==> src/rtl/key_event_encoder.sv <==
// Scan-code to key-number encoder with held tracking, auto-repeat and an event FIFO.
// The map table is runtime-loadable; events leave through a valid/ready handshake.
module key_event_encoder #(
   parameter int unsigned N_KEYS        = 8,
   parameter int unsigned NUM_W         = 3,
   parameter int unsigned FIFO_DEPTH    = 4,
   parameter int unsigned REPEAT_DELAY  = 25000000,
   parameter int unsigned REPEAT_PERIOD = 5000000,
   parameter int unsigned CNT_W         = 25
) (
   input  logic              clk,
   input  logic              rst,
   input  logic              ev_valid,
   input  logic [8:0]        ev_code,
   input  logic              ev_release,
   input  logic              rep_en,
   input  logic              cfg_we,
   input  logic [NUM_W-1:0]  cfg_idx,
   input  logic [8:0]        cfg_code,
   output logic              out_valid,
   input  logic              out_ready,
   output logic [1:0]        out_kind,
   output logic [NUM_W-1:0]  out_num,
   output logic [N_KEYS-1:0] key_held,
   output logic              overflow
);

   localparam int unsigned PtrW = $clog2(FIFO_DEPTH);
   localparam logic [1:0] KindPress   = 2'd0;
   localparam logic [1:0] KindRelease = 2'd1;
   localparam logic [1:0] KindRepeat  = 2'd2;

   typedef enum logic [1:0] {StIdle, StDelay, StRepeat} state_e;

   function automatic logic [8:0] default_code(int unsigned i);
      case (i)
         0:       return 9'h01D;
         1:       return 9'h01B;
         2:       return 9'h01C;
         3:       return 9'h023;
         default: return 9'h000;
      endcase
   endfunction

   logic [8:0]        map_q [N_KEYS];
   logic [8:0]        map_d [N_KEYS];
   logic [N_KEYS-1:0] held_q, held_d;
   logic [NUM_W-1:0]  last_q, last_d;
   state_e            state_q, state_d;
   logic [CNT_W-1:0]  cnt_q, cnt_d;
   logic              ovf_q, ovf_d;
   logic [PtrW:0]     wr_q, wr_d, rd_q, rd_d;
   logic [NUM_W+1:0]  mem_q [FIFO_DEPTH];

   logic              hit;
   logic [NUM_W-1:0]  hit_idx;
   logic              push;
   logic [1:0]        push_kind;
   logic [NUM_W-1:0]  push_num;
   logic              fifo_empty, fifo_full, pop, fifo_we;

   // Walk downward so the lowest matching index wins.
   always_comb begin
      hit     = 1'b0;
      hit_idx = '0;
      for (int i = int'(N_KEYS) - 1; i >= 0; i--) begin
         if (map_q[i] == ev_code && map_q[i] != 9'h000) begin
            hit     = 1'b1;
            hit_idx = NUM_W'(i);
         end
      end
   end

   always_comb begin
      map_d     = map_q;
      held_d    = held_q;
      last_d    = last_q;
      state_d   = state_q;
      cnt_d     = cnt_q;
      push      = 1'b0;
      push_kind = KindPress;
      push_num  = '0;

      if (rep_en) begin
         case (state_q)
            StDelay: begin
               if (cnt_q == CNT_W'(REPEAT_DELAY - 1)) begin
                  push      = 1'b1;
                  push_kind = KindRepeat;
                  push_num  = last_q;
                  state_d   = StRepeat;
                  cnt_d     = '0;
               end else begin
                  cnt_d = cnt_q + 1'b1;
               end
            end
            StRepeat: begin
               if (cnt_q == CNT_W'(REPEAT_PERIOD - 1)) begin
                  push      = 1'b1;
                  push_kind = KindRepeat;
                  push_num  = last_q;
                  cnt_d     = '0;
               end else begin
                  cnt_d = cnt_q + 1'b1;
               end
            end
            default: cnt_d = '0;
         endcase
      end

      // An accepted key event overrides any repeat expiring in the same cycle.
      if (ev_valid && hit) begin
         if (!ev_release && !held_q[hit_idx]) begin
            held_d[hit_idx] = 1'b1;
            push            = 1'b1;
            push_kind       = KindPress;
            push_num        = hit_idx;
            last_d          = hit_idx;
            state_d         = rep_en ? StDelay : StIdle;
            cnt_d           = '0;
         end else if (ev_release && held_q[hit_idx]) begin
            held_d[hit_idx] = 1'b0;
            push            = 1'b1;
            push_kind       = KindRelease;
            push_num        = hit_idx;
            if (hit_idx == last_q) begin
               state_d = StIdle;
               cnt_d   = '0;
            end
         end
      end

      if (!rep_en) begin
         state_d = StIdle;
         cnt_d   = '0;
      end

      if (cfg_we && 32'(cfg_idx) < N_KEYS) begin
         map_d[cfg_idx]  = cfg_code;
         held_d[cfg_idx] = 1'b0;
         if (cfg_idx == last_q) begin
            state_d = StIdle;
            cnt_d   = '0;
         end
      end
   end

   assign fifo_empty = (wr_q == rd_q);
   assign fifo_full  = (wr_q[PtrW] != rd_q[PtrW]) && (wr_q[PtrW-1:0] == rd_q[PtrW-1:0]);
   assign pop        = !fifo_empty && out_ready;
   assign fifo_we    = push && (!fifo_full || pop);

   always_comb begin
      wr_d  = fifo_we ? wr_q + 1'b1 : wr_q;
      rd_d  = pop ? rd_q + 1'b1 : rd_q;
      ovf_d = ovf_q | (push && fifo_full && !pop);
   end

   always_ff @(posedge clk) begin
      if (rst) begin
         for (int unsigned i = 0; i < N_KEYS; i++) map_q[i] <= default_code(i);
         held_q  <= '0;
         last_q  <= '0;
         state_q <= StIdle;
         cnt_q   <= '0;
         ovf_q   <= 1'b0;
         wr_q    <= '0;
         rd_q    <= '0;
      end else begin
         map_q   <= map_d;
         held_q  <= held_d;
         last_q  <= last_d;
         state_q <= state_d;
         cnt_q   <= cnt_d;
         ovf_q   <= ovf_d;
         wr_q    <= wr_d;
         rd_q    <= rd_d;
      end
   end

   always_ff @(posedge clk) begin
      if (fifo_we) mem_q[wr_q[PtrW-1:0]] <= {push_kind, push_num};
   end

   assign out_valid             = !fifo_empty;
   assign {out_kind, out_num}   = fifo_empty ? '0 : mem_q[rd_q[PtrW-1:0]];
   assign key_held              = held_q;
   assign overflow              = ovf_q;

endmodule
==> config.mk <==
export PLATFORM = sky130hd
export DESIGN_NAME = key_event_encoder
export DESIGN_NICKNAME = d
export VERILOG_FILES = /design/src/rtl/key_event_encoder.sv
export SDC_FILE = /design/constraint.sdc
export NUM_CORES = 1
export LEC_CHECK = 0
export BUFFER_PORTS_ARGS = -buffer_cell sky130_fd_sc_hd__buf_2
export CELL_PAD_IN_SITES_DETAIL_PLACEMENT = 1
export CELL_PAD_IN_SITES_GLOBAL_PLACEMENT = 1
export CORE_AREA = 4 4 151 117
export CTS_BUF_LIST = sky130_fd_sc_hd__clkbuf_4 sky130_fd_sc_hd__clkbuf_8 sky130_fd_sc_hd__clkbuf_16
export DETAILED_ROUTE_END_ITERATION = 7
export DIE_AREA = 0 0 155 121
export PLACE_DENSITY_LB_ADDON = 0.12
export SLEW_MARGIN = 20
export SYNTH_ARGS = -nofsm -noshare
export SYNTH_HDL_FRONTEND = slang
export SYNTH_SLANG_ARGS = --single-unit
==> constraint.sdc <==
create_clock -name clk -period 6.9 [get_ports clk]
set_input_delay 0.69 -clock clk [delete_from_list [all_inputs] [get_ports clk]]
set_output_delay 0.69 -clock clk [all_outputs]
set_load 0.05 [all_outputs]
**Yosys cells after proc, flatten, opt, wreduce, memory -nomap -nowiden**

Memories as Yosys holds them, arrays and structs flattened. A register that Yosys moved wholly into a read port is not among the register bits.
Cells that the tools add are included.

- Order comparisons: 6
- Div/mod/pow operators: 0
- $add $sub $neg: 3
- Equality and inequality tests: 17
- Multiply operators: 0
- Multiplexer cells: 74
- Reductions and logical operators: 34
- Shift-type cells: 0
- Bitwise gates (word level): 7

Operators with widths:

| kind | count |
|---|---|
| $mux W25 | 9 |
| $bwmux W72 | 1 |
| $eq A9 B9 Y1 | 8 |
| $reduce_bool A9 Y1 | 8 |
| $pmux W25 S2 | 1 |
| $mux W3 | 14 |
| $mux W2 | 17 |
| $mux W8 | 4 |
| $demux W9 S3 | 1 |
| $add A25 B1 Y25 const B | 1 |
| $eq A25 B23 Y1 const B | 1 |
| $eq A25 B25 Y1 const B | 1 |
| $logic_and A1 B1 Y1 | 19 |
| $mux W1 | 19 |
| $and A8 B8 Y8 | 2 |
| $not A8 Y8 | 2 |
| $eq A3 B3 Y1 | 3 |
| $mux W9 | 1 |
| $lt A3 B4 Y1 const B | 2 |
| $or A8 B8 Y8 | 1 |
| $add A3 B1 Y3 const B | 2 |
| $demux W1 S3 | 2 |
| $ge A3 B1 Y1 const B | 2 |
| $pmux W3 S2 | 1 |
| 15 further kinds | 19 |

- Bits in writable memories: 20
- Register bits: 117
- Bits in latches: 0
- Memories: 1
- ROM bits: 0
- Word-level logic and storage cells: 157
- Input port bits: 28

Memory list:

| name | depth | bits a word | rd ports | clocked after Yosys merged registers in | wr ports | line | text |
|---|---|---|---|---|---|---|---|
| mem_q | 4 | 5 | 1 | 1 | 1 | 53 | `logic [NUM_W+1:0] mem_q [FIFO_DEPTH];` |

**Depth between registers and ports, before layout**

Gate-level depths: netlist (run 1).

- Depth after elaboration: 21
- Depth in mapped cells: 13

**Least setup slack after synthesis (run 1)**

No wires, ideal clock.

- Kind: input-to-reg
- Start point: in ev_code[8]
- End point: mem mem_q[0][0] (netlist name) (enable)
- Arrival: 3181 ps
- Path slack: 3344 ps
- Data required time: 6525 ps
- Stages: 12
- Cells stage by stage: buf_2 -> buf_6 -> a211o_1 -> a211oi_2 -> and4bb_1 -> nand3b_1 -> o2111ai_2 -> mux2i_2 -> buf_6 -> xnor2_2 -> o21a_1 -> nor3b_1

- Word-level cells in the longest chain between the ends: 19
- Elaborated cells between the ends (all ways): 44
- Classes of those cells: eq/ne (8); mux (23); reduce/logical (13)

Ends and longest elaborated chain:

| element | line | text |
|---|---|---|
| start, declared | 14 | `input logic [8:0] ev_code,` |
| $eq A9 B9 Y1 | 67 | `if (map_q[i] == ev_code && map_q[i] != 9'h000) begin` |
| $logic_and A1 B1 Y1 | 67 |  |
| $mux W3 (8 in a row) | 67 |  |
| $bmux W1 S3 | 113, 121 |  |
| $mux W1 (not written as such) | 113, 121 |  |
| $logic_and A1 B1 Y1 / $logic_not A1 Y1 (equally long branches) | 121, 113 |  |
| $mux W1 / $logic_and A1 B1 Y1 (equally long branches) | 121, 113 |  |
| $mux W1 | 113 | `if (!ev_release && !held_q[hit_idx]) begin` |
| $mux W1 * | 112 | `if (ev_valid && hit) begin` |
| $logic_and A1 B1 Y1 * | 151 | `assign fifo_we = push && (!fifo_full \|\| pop);` |
| $mux W1 * | 182 | `if (fifo_we) mem_q[wr_q[PtrW-1:0]] <= {push_kind, push_num};` |
| $mux W1 (not written as such) * | 182 |  |
| end, declared | 53 |  |

Every way passes the cells marked *; elsewhere a longest branch is shown, timed or not. The select of a mux whose other input is x is not followed.

**Worst setup path in the final report (run 1)**

- Start point: in ev_code[4]
- End point: mem mem_q[0][4] (netlist name) (enable)

Same word-level chain as after synthesis.

==> flow_summary.toml, run 1 <==
[outcome]
outcome = "finished, final reports clean"

[clock_network]
postCtsHoldBufs = 0
clock_sinks = 139
root_buffer = "clkbuf_16"
cts_resized = 0
path_clk_slew_ns = 0.06
cts.htree.levels = 4
cts_tree = "yes"
clk_latency_ns = 0.43
numCtsBuffers = 17
postCtsSetupRepairBufs = 0
clockBufferDepth = 2

[sta]
hold_viol = 0
finalCriticalPeriod_ns = 4.07
finalCritPeriodShare = 0.590
maxClockFrequency_mhz = 246
setup_tns_ns = 0
rsz0062_at_grt = "false"
max_slew.worst_pin.slew_ns = 1.04
finClkSkew_ns = 0.0102
setup-violations-final = 0
slew_headroom = 0.303
drv_slew = 0

[setup_path]
rr_worst_depth = 10
rr_endpoint = "mem_q[0][4]"
crit_type = "in -> reg"
cp.required_ns = 6.95
crit_path_end = "mem_q[0][4]"
r2r_slack_ns = 2.92
cp-start-kind = "input port"
end_kind = "flop"
rr_startpoint = "map_q[18]"
path_max_fanout = 12
slowest_delay_ns = 0.68
cp-startpoint = "ev_code[4]"
slowest_stage = "nor3b_1"
crit_arrival_ns = 4.13
cp_common_cell = "a211oi_2"
worstPathCellList = "buf_2 > xnor2_1 > nand4_1 > a211oi_2 > a211oi_2 > a311oi_1 > o211ai_1 > mux2i_2 > xnor2_2 > o21a_1 > nor3b_1"

[final_layout]
area_growth_pct = 12.5
n_fill_cell = 1857
seq_area_sq_um = 2980
fin_nets = 838
final_cell_mix = "dfxtp_1 (119), nand2_1 (106), xnor2_1 (79), nor2_1 (79), a21oi_1 (54)"
fin_cells = 1030
antennaDiodeCount = 0
drive_gt1_frac = 0.131
final_common_cell = "dfxtp_1"
multi_input_area_sq_um = 3920

[floorplanning]
die-area_sq_um = 18800
io_pins = 43
fp.dieW_um = 155
die-height_um = 121
floorplan.rows = 41
core_sq_um = 16400
initial_core_util = 0.438

[synthesis]
synth_flop_cell = "dfxtp_1"
synth_nets = 819
syn_avg_cell_area_sq_um = 9.16
synth_cells = 783
synth_seq_cells = 139
yosysSeqAreaShare = 0.416
async_flop_share = 0
synth-edff-count = 20
synth.distinct_cells = 64
ys_warn_count = 0
synth_area_sq_um = 7170

[flow_run]
maxCapViolations = 0

[grt]
gr-total-overflow = 0
grt_use_total = 0.233
grt_antenna_before_repair = 0
grt_pass1_wl_mm = 33.8
grt_max_degree = 93
grt_pass1_vias = 6010

[routing]
drc = 0
drtAntennaViolNets = 0
vias = 5845
vias_per_cell = 5.67
drt_iter0_markers = 495
wl_per_cell_um = 20.7
firstDrtPassIters = 4
drt-total-wl_mm = 21.3

[min_path]
hold_path_class = "reg -> reg"

[pwr]
leakagePower_nw = 2.62
ir_drop_mv = 0.166
power_density_nw_per_um2 = 239

[placement]
gp_congestion = 0.864
dp_hpwl_mm = 15.5
place_inst = 998
numPortBuffers = 42
metal layers:
metal / wire, um / track usage / vias up / share of wire
met5: 0 / 0 / - / 0
met4: 376 / 0.0728 / 0 / 0.018
met3: 1070 / 0.0606 / 25 / 0.050
met2: 9700 / 0.360 / 131 / 0.45
met1: 10200 / 0.321 / 2901 / 0.48
li1: - / - / 2788 / -
report_power, final:
| part | switching [mW] | internal [mW] | leakage, nW |
|---|---|---|---|
| Clock | 0.383 | 0.581 | 0.296 |
| Combinational | 0.0767 | 0.0446 | 1.20 |
| Sequential | 0.0131 | 0.829 | 1.13 |
| Total | 0.472 | 1.46 | 2.62 |
cell type report:
type | instances | area share
clock buffers | 18 | 0.0537
clock inverters | 14 | 0.0234
inverters | 13 | 0.00605
multi-input cells | 587 | 0.486
flip-flops and latches | 139 | 0.370
well taps | 215 | 0.0333
repair buffers | 44 | 0.0279
state kept, by name (all words and copies together), names as in the netlist, named ones only:
name,cells
map_q,72
cnt_q,25
mem_q,20
key_held,8
last_q,3
rd_q,3
wr_q,3
state_q,2
overflow,1
cells in the mapped netlist, types with 2 or more instances:
master | instances | area share
a211o_1 | 28 | 0.034
a211oi_1 | 3 | 0.0031
a211oi_2 | 5 | 0.0087
a21oi_1 | 54 | 0.038
a31oi_1 | 2 | 0.0017
and2_1 | 5 | 0.0044
and3_1 | 7 | 0.0061
and4_1 | 3 | 0.0037
buf_1 | 5 | 0.0026
buf_4 | 8 | 0.0084
buf_6 | 4 | 0.0063
clkbuf_1 | 21 | 0.011
clkbuf_2 | 5 | 0.0035
dfxtp_1 | 119 | 0.33
edfxtp_1 | 20 | 0.084
ha_1 | 8 | 0.014
inv_1 | 13 | 0.0068
mux2_2 | 3 | 0.0047
mux2i_1 | 32 | 0.045
mux4_2 | 5 | 0.016
nand2_1 | 106 | 0.055
nand2b_1 | 8 | 0.0070
nand3_1 | 12 | 0.0084
nand3b_1 | 4 | 0.0042
nand4_1 | 28 | 0.024
nor2_1 | 81 | 0.042
nor2b_1 | 26 | 0.023
nor3_1 | 11 | 0.0077
nor3b_1 | 5 | 0.0052
nor4_1 | 17 | 0.015
o211ai_1 | 4 | 0.0042
o21ai_0 | 5 | 0.0035
xnor2_1 | 79 | 0.097
xor2_1 | 17 | 0.021
worst min path at each step:
stage                  start  endpoint  slack [ns]  cells past startpoint
floorplan           cnt_q[0]  cnt_q[0]        0.43                      1
global placement    cnt_q[0]  cnt_q[0]        0.44                      1
detailed placement  cnt_q[0]  cnt_q[0]        0.48                      1
CTS                 cnt_q[0]  cnt_q[0]        0.49                      1
global route        cnt_q[0]  cnt_q[0]        0.50                      1
finish              cnt_q[0]  cnt_q[0]        0.48                      1
through the flow:
| step | total power, mW | setup WS (ns) | util | hold WS [ns] | cell area (sq um) |
|---|---|---|---|---|---|
| detailed placement | 0.979 | 2.47 | 0.455 | 0.478 | 7440 |
| global route | 1.99 | 2.57 | 0.493 | 0.503 | 8070 |
| finish | 1.93 | 2.83 | 0.493 | 0.479 | 8070 |
| CTS | 1.94 | 2.89 | 0.493 | 0.493 | 8070 |
| global placement | 0.974 | 2.67 | 0.455 | 0.442 | 7440 |
| floorplan | 0.945 | 3.34 | - | 0.426 | 7170 |
critical path: cells and delay by family:
family                 cells  cell delay (ns)
AND/OR/NAND/NOR            2             0.81
multiplexers               1             0.64
buffers and inverters      1             0.27
XOR/XNOR                   2             0.35
AO/OA/AOI/OAI              5             1.36
cells by family (layout without fill, tap and decap cells):
| kind of cell | after synthesis | after routing | share of synthesized area |
|---|---|---|---|
| simple gates | 324 | 324 | 0.223 |
| flops | 139 | 139 | 0.416 |
| compound gates | 116 | 116 | 0.119 |
| xor+xnor | 97 | 97 | 0.120 |
| buf+inv | 57 | 89 | 0.0393 |
| mux | 42 | 42 | 0.0686 |
| fa+ha+maj | 8 | 8 | 0.0140 |
Power figures use the tool's default switching activity.
==> run 2, diff against run 1 <==
==> constraint.sdc (replaced) <==
create_clock -name clk -period 4.1 [get_ports clk]
set_input_delay 0.41 -clock clk [delete_from_list [all_inputs] [get_ports clk]]
set_output_delay 0.41 -clock clk [all_outputs]
set_load 0.05 [all_outputs]
==> flow_summary.toml, run 2 (synthesized netlist as in run 1, its figures left out) <==
[final_layout]
final_cell_mix = "dfxtp_1 (119), nand2_1 (106), xnor2_1 (79), nor2_1 (79), a21oi_1 (54)"
antennaDiodeCount = 0
top_register = "map_q"
final_area_sq_um = 8150
final_util = 0.498
area_growth_pct = 13.6
final_common_cell = "dfxtp_1"
largest_reg_flops = 72
drive_gt1_frac = 0.135
fin_nets = 845

[setup_path]
path_max_fanout = 7
rr_endpoint = "wr_q[0]"
r2r_slack_ns = 0.59
crit_arrival_ns = 3.83
end_kind = "flop"
cp.required_ns = 4.42
rr_worst_depth = 11
rr_startpoint = "map_q[49]"
cp-start-kind = "flop"
crit_type = "reg -> reg"

[sta]
rsz0062_at_grt = "false"
hold_slack_ns = 0.344
hold_viol = 0
setup_tns_ns = 0
setup-violations-final = 0
finalCritPeriodShare = 0.856
drv_slew = 0
max_slew.worst_pin.slew_ns = 1.07
finClkSkew_ns = 0.00753
slew_headroom = 0.286
finalCriticalPeriod_ns = 3.51
maxClockFrequency_mhz = 285

[flow_run]
maxCapViolations = 0

[pwr]
swShare = 0.230
p_comb_frac = 0.062
p_sw_uw = 766
internal_power_mw = 2.57
p_clk_frac = 0.513
leakagePower_nw = 2.67
pwr-share-seq = 0.425
power_density_nw_per_um2 = 409
total_power_mw = 3.33
ir_drop_mv = 0.288

[min_path]
worstHoldStart = "cfg_code[3]"
worstHoldEndpoint = "map_q[30]"
hold_path_class = "in -> reg"
hold-path-cell-count = 3

[grt]
gr-total-overflow = 0
grt_antenna_before_repair = 1
grt_use_total = 0.237
grt_max_degree = 49
grt_pass1_wl_mm = 34.1
grt_pass1_vias = 6077

[floorplanning]
initial_core_util = 0.438
io_pins = 43
core_sq_um = 16400
floorplan.rows = 41
fp.dieW_um = 155
die-height_um = 121
die-area_sq_um = 18800

[routing]
firstDrtPassIters = 6
drt_iter0_markers = 348
drc = 0
wl_per_cell_um = 20.8
vias_per_cell = 5.66
drtAntennaViolNets = 0
vias = 5873
drt-total-wl_mm = 21.6

[placement]
dpl-instance-area_sq_um = 7490
numPortBuffers = 42
dp_hpwl_mm = 15.6
gp_congestion = 0.899

[clock_network]
cts_resized = 0
postCtsHoldBufs = 0
clk_latency_ns = 0.44
path_clk_slew_ns = 0.06
cts_tree = "yes"
clock_sinks = 139
numCtsBuffers = 17
postCtsSetupRepairBufs = 0
root_buffer = "clkbuf_16"
clockBufferDepth = 2
cts.htree.levels = 4

[outcome]
outcome = "finished, final reports clean"
## run 2: cell types whose count changed in the layout (fill, tap and decap cells not counted)
| cell | before | now |
|---|---|---|
| clkinv_4 | 2 | 0 |
| nor3_4 | 0 | 1 |
| clkinv_2 | 1 | 0 |
| nor3_2 | 3 | 2 |
| clkinvlp_4 | 3 | 2 |
| bufinv_16 | 3 | 5 |
| clkbuf_4 | 1 | 3 |
| inv_6 | 3 | 2 |
| clkinv_8 | 1 | 0 |
| clkinv_1 | 0 | 3 |
| buf_4 | 2 | 9 |
| inv_8 | 1 | 0 |
## run 2: worst max path at each step
stage / startpoint / end / slack (ns) / depth (start not counted)
after floorplan: ev_code[8] / mem_q[1][0] / 0.82 / 12
after global placement: ev_code[6] / mem_q[1][4] / 0.58 / 12
after detailed placement: ev_code[5] / wr_q[0] / 0.41 / 12
after CTS: map_q[49] / wr_q[0] / 0.60 / 11
after global routing: map_q[64] / wr_q[0] / 0.40 / 11
final: map_q[49] / wr_q[0] / 0.59 / 11
## run 2: cell type report
type                       instances  area (sq um)
clock inverter                    12           194
multi-input combinational        587          3930
clock buffer                      20           448
fill                            1875          8220
tap                              215           269
inverter                          13          48.8
timing repair buffer              51           278
sequential                       139          2980
## run 2: per-layer routing
metal | vias up | track usage | part of all wire
met4 | 2 | 0.0811 | 0.020
li1 | 2793 | - | -
met2 | 113 | 0.365 | 0.45
met1 | 2931 | 0.321 | 0.48
met3 | 34 | 0.0645 | 0.047
met5 | - | 0 | 0.00032
## run 2: power groups by stage
stage,clock network (mW),logic (mW),registers [mW]
2_1_floorplan,0,0.152,1.44
3_3_place_gp,0,0.193,1.45
3_5_place_dp,0,0.202,1.45
4_1_cts,1.74,0.204,1.42
5_1_grt,1.81,0.222,1.42
6_report,1.71,0.205,1.42
## run 2: through the flow
| step | worst slack (ns) | cells |
|---|---|---|
| detailed placement | 0.413 | 1005 |
| global route | 0.396 | 1037 |
| CTS | 0.603 | 1037 |
| global placement | 0.583 | 1005 |
| finish | 0.591 | 1037 |
| floorplan | 0.824 | 783 |
## run 2: worst max-delay path: stages, from the launching register on
cell      delay, ns
dfxtp_1        0.36
nor4_1         0.32
a211o_1        0.22
a211oi_2       0.13
nor4_4         0.41
o21ai_1        0.29
o211ai_1       0.28
mux2i_2        0.20
buf_4          0.21
or4_1          0.52
o211ai_2       0.11
mux2_1         0.34
==> run 3, diff against run 2 <==
==> config.mk (replaced) <==
export PLATFORM = sky130hd
export DESIGN_NAME = key_event_encoder
export DESIGN_NICKNAME = d
export VERILOG_FILES = /design/src/rtl/key_event_encoder.sv
export SDC_FILE = /design/constraint.sdc
export NUM_CORES = 1
export LEC_CHECK = 0
export CELL_PAD_IN_SITES_DETAIL_PLACEMENT = 1
export CELL_PAD_IN_SITES_GLOBAL_PLACEMENT = 1
export CORE_AREA = 4 4 151 117
export CTS_BUF_LIST = sky130_fd_sc_hd__clkbuf_4 sky130_fd_sc_hd__clkbuf_8
export DETAILED_ROUTE_END_ITERATION = 7
export DIE_AREA = 0 0 155 121
export DONT_BUFFER_PORTS = 1
export PLACE_DENSITY_LB_ADDON = 0.12
export REMOVE_ABC_BUFFERS = 1
export SLEW_MARGIN = 20
export SYNTH_ARGS = -nofsm -noshare
export SYNTH_HDL_FRONTEND = slang
export SYNTH_SLANG_ARGS = --single-unit
==> flow_summary.toml, run 3 (synthesized netlist as in run 1, its figures left out) <==
[outcome]
outcome = "finished, final reports clean"

[pwr]
p_clk_frac = 0.404
ir_drop_mv = 0.165
internal_power_mw = 1.96
swShare = 0.244
pwr-share-seq = 0.545
power_density_nw_per_um2 = 337
p_sw_uw = 634
p_comb_frac = 0.051
leakagePower_nw = 2.37

[routing]
vias_per_cell = 5.72
drtAntennaViolNets = 0
vias = 5706
drt_iter0_markers = 439
firstDrtPassIters = 4
drt-total-wl_mm = 21.0
wl_per_cell_um = 21.1
drc = 0

[sta]
rsz0062_at_grt = "false"
hold_viol = 0
finClkSkew_ns = 0.0168
setup-violations-final = 0
drv_slew = 0
max_slew.worst_pin.slew_ns = 0.991
slew_headroom = 0.337
setup_tns_ns = 0
finalCritPeriodShare = 0.915
hold_slack_ns = 0.0190
maxClockFrequency_mhz = 267
finalCriticalPeriod_ns = 3.75

[final_layout]
final_common_cell = "dfxtp_1"
fin_nets = 806
largest_reg_flops = 72
area_growth_pct = 7.29
top_register = "map_q"
drive_gt1_frac = 0.0894
final_cell_mix = "dfxtp_1 (119), nand2_1 (106), nor2_1 (81)"
antennaDiodeCount = 0
n_fill_cell = 1892

[clock_network]
cts_resized = 0
path_clk_slew_ns = 0.08
clk_latency_ns = 0.46
clock_sinks = 139
cts.htree.levels = 4
postCtsHoldBufs = 2
cts_tree = "yes"
postCtsSetupRepairBufs = 0
root_buffer = "clkbuf_8"
clockBufferDepth = 2
numCtsBuffers = 17

[grt]
use_met2 = 0.355
gr-total-overflow = 0
globalRouteMet3Util = 0.0449
grt_pass1_vias = 5895
grt_util_met1 = 0.322
grt_use_total = 0.230
grt.busiest_layer = "met2"
grt_pass1_wl_mm = 33.5
grt_max_degree = 89
grt_antenna_before_repair = 0

[setup_path]
cp-start-kind = "flop"
path_max_fanout = 12
crit_type = "reg -> reg"
end_kind = "flop"
crit_arrival_ns = 3.91
cp.required_ns = 4.26

[floorplanning]
initial_core_util = 0.438
floorplan.rows = 41
core_sq_um = 16400
die-area_sq_um = 18800
io_pins = 43
fp.dieW_um = 155
die-height_um = 121

[placement]
numPortBuffers = 0
gp_congestion = 0.863
dp_hpwl_mm = 14.7

[flow_run]
maxCapViolations = 0

[min_path]
hold_path_class = "in -> reg"
-- run 3: path summary, 6_finish.rpt --
check                 start           to  slack, ns  cells after the start
setup reg to reg  map_q[54]  mem_q[2][4]       0.35                     11
setup / recovery  map_q[54]  mem_q[2][4]       0.35                     11
hold reg to reg    cnt_q[0]     cnt_q[0]       0.47                      1
hold / removal          rst    map_q[16]       0.02                      1
-- run 3: cell type report --
class                   instances  area, sq um  share of cell area
multi-input cells             587         3930               0.511
flip-flops and latches        139         2980               0.388
clock buffers                  23          304              0.0395
well taps                     215          269              0.0350
repair buffers                 12         97.6              0.0127
clock inverters                 9         62.6             0.00813
inverters                      13         48.8             0.00634
-- run 3: worst max-delay path: stages (launching register included) --
cell	delay, ns
dfxtp_1	0.37
nor4_1	0.08
a211o_1	0.31
a211oi_1	0.52
nor4_4	0.16
o21ai_1	0.33
o2111ai_2	0.18
mux2i_2	0.66
xnor2_2	0.18
o21a_1	0.27
nor3b_1	0.21
buf_4	0.19
-- run 3: power by group through the flow --
stage | Combinational [mW] | Sequential (mW) | Clock (mW)
floorplan | 0.108 | 1.44 | 0
global placement | 0.122 | 1.44 | 0
detailed placement | 0.128 | 1.44 | 0
CTS | 0.132 | 1.41 | 1.07
global route | 0.146 | 1.42 | 1.13
finish | 0.133 | 1.41 | 1.05
-- run 3: metrics by stage --
stage,utilization,cell area (sq um),instances,power (mW),setup WS [ns]
2_1_floorplan,-,6940,739,1.55,0.768
3_3_place_gp,0.445,7280,963,1.57,0.539
3_5_place_dp,0.445,7280,963,1.57,0.421
4_1_cts,0.469,7670,997,2.62,0.380
5_1_grt,0.470,7690,998,2.69,0.128
6_report,0.470,7690,998,2.59,0.350
-- run 3: routing by layer --
layer / vias up / routed length [um]
met5: - / 0
met4: 0 / 331
met3: 24 / 1120
met2: 96 / 9660
met1: 2880 / 9900
li1: 2706 / -
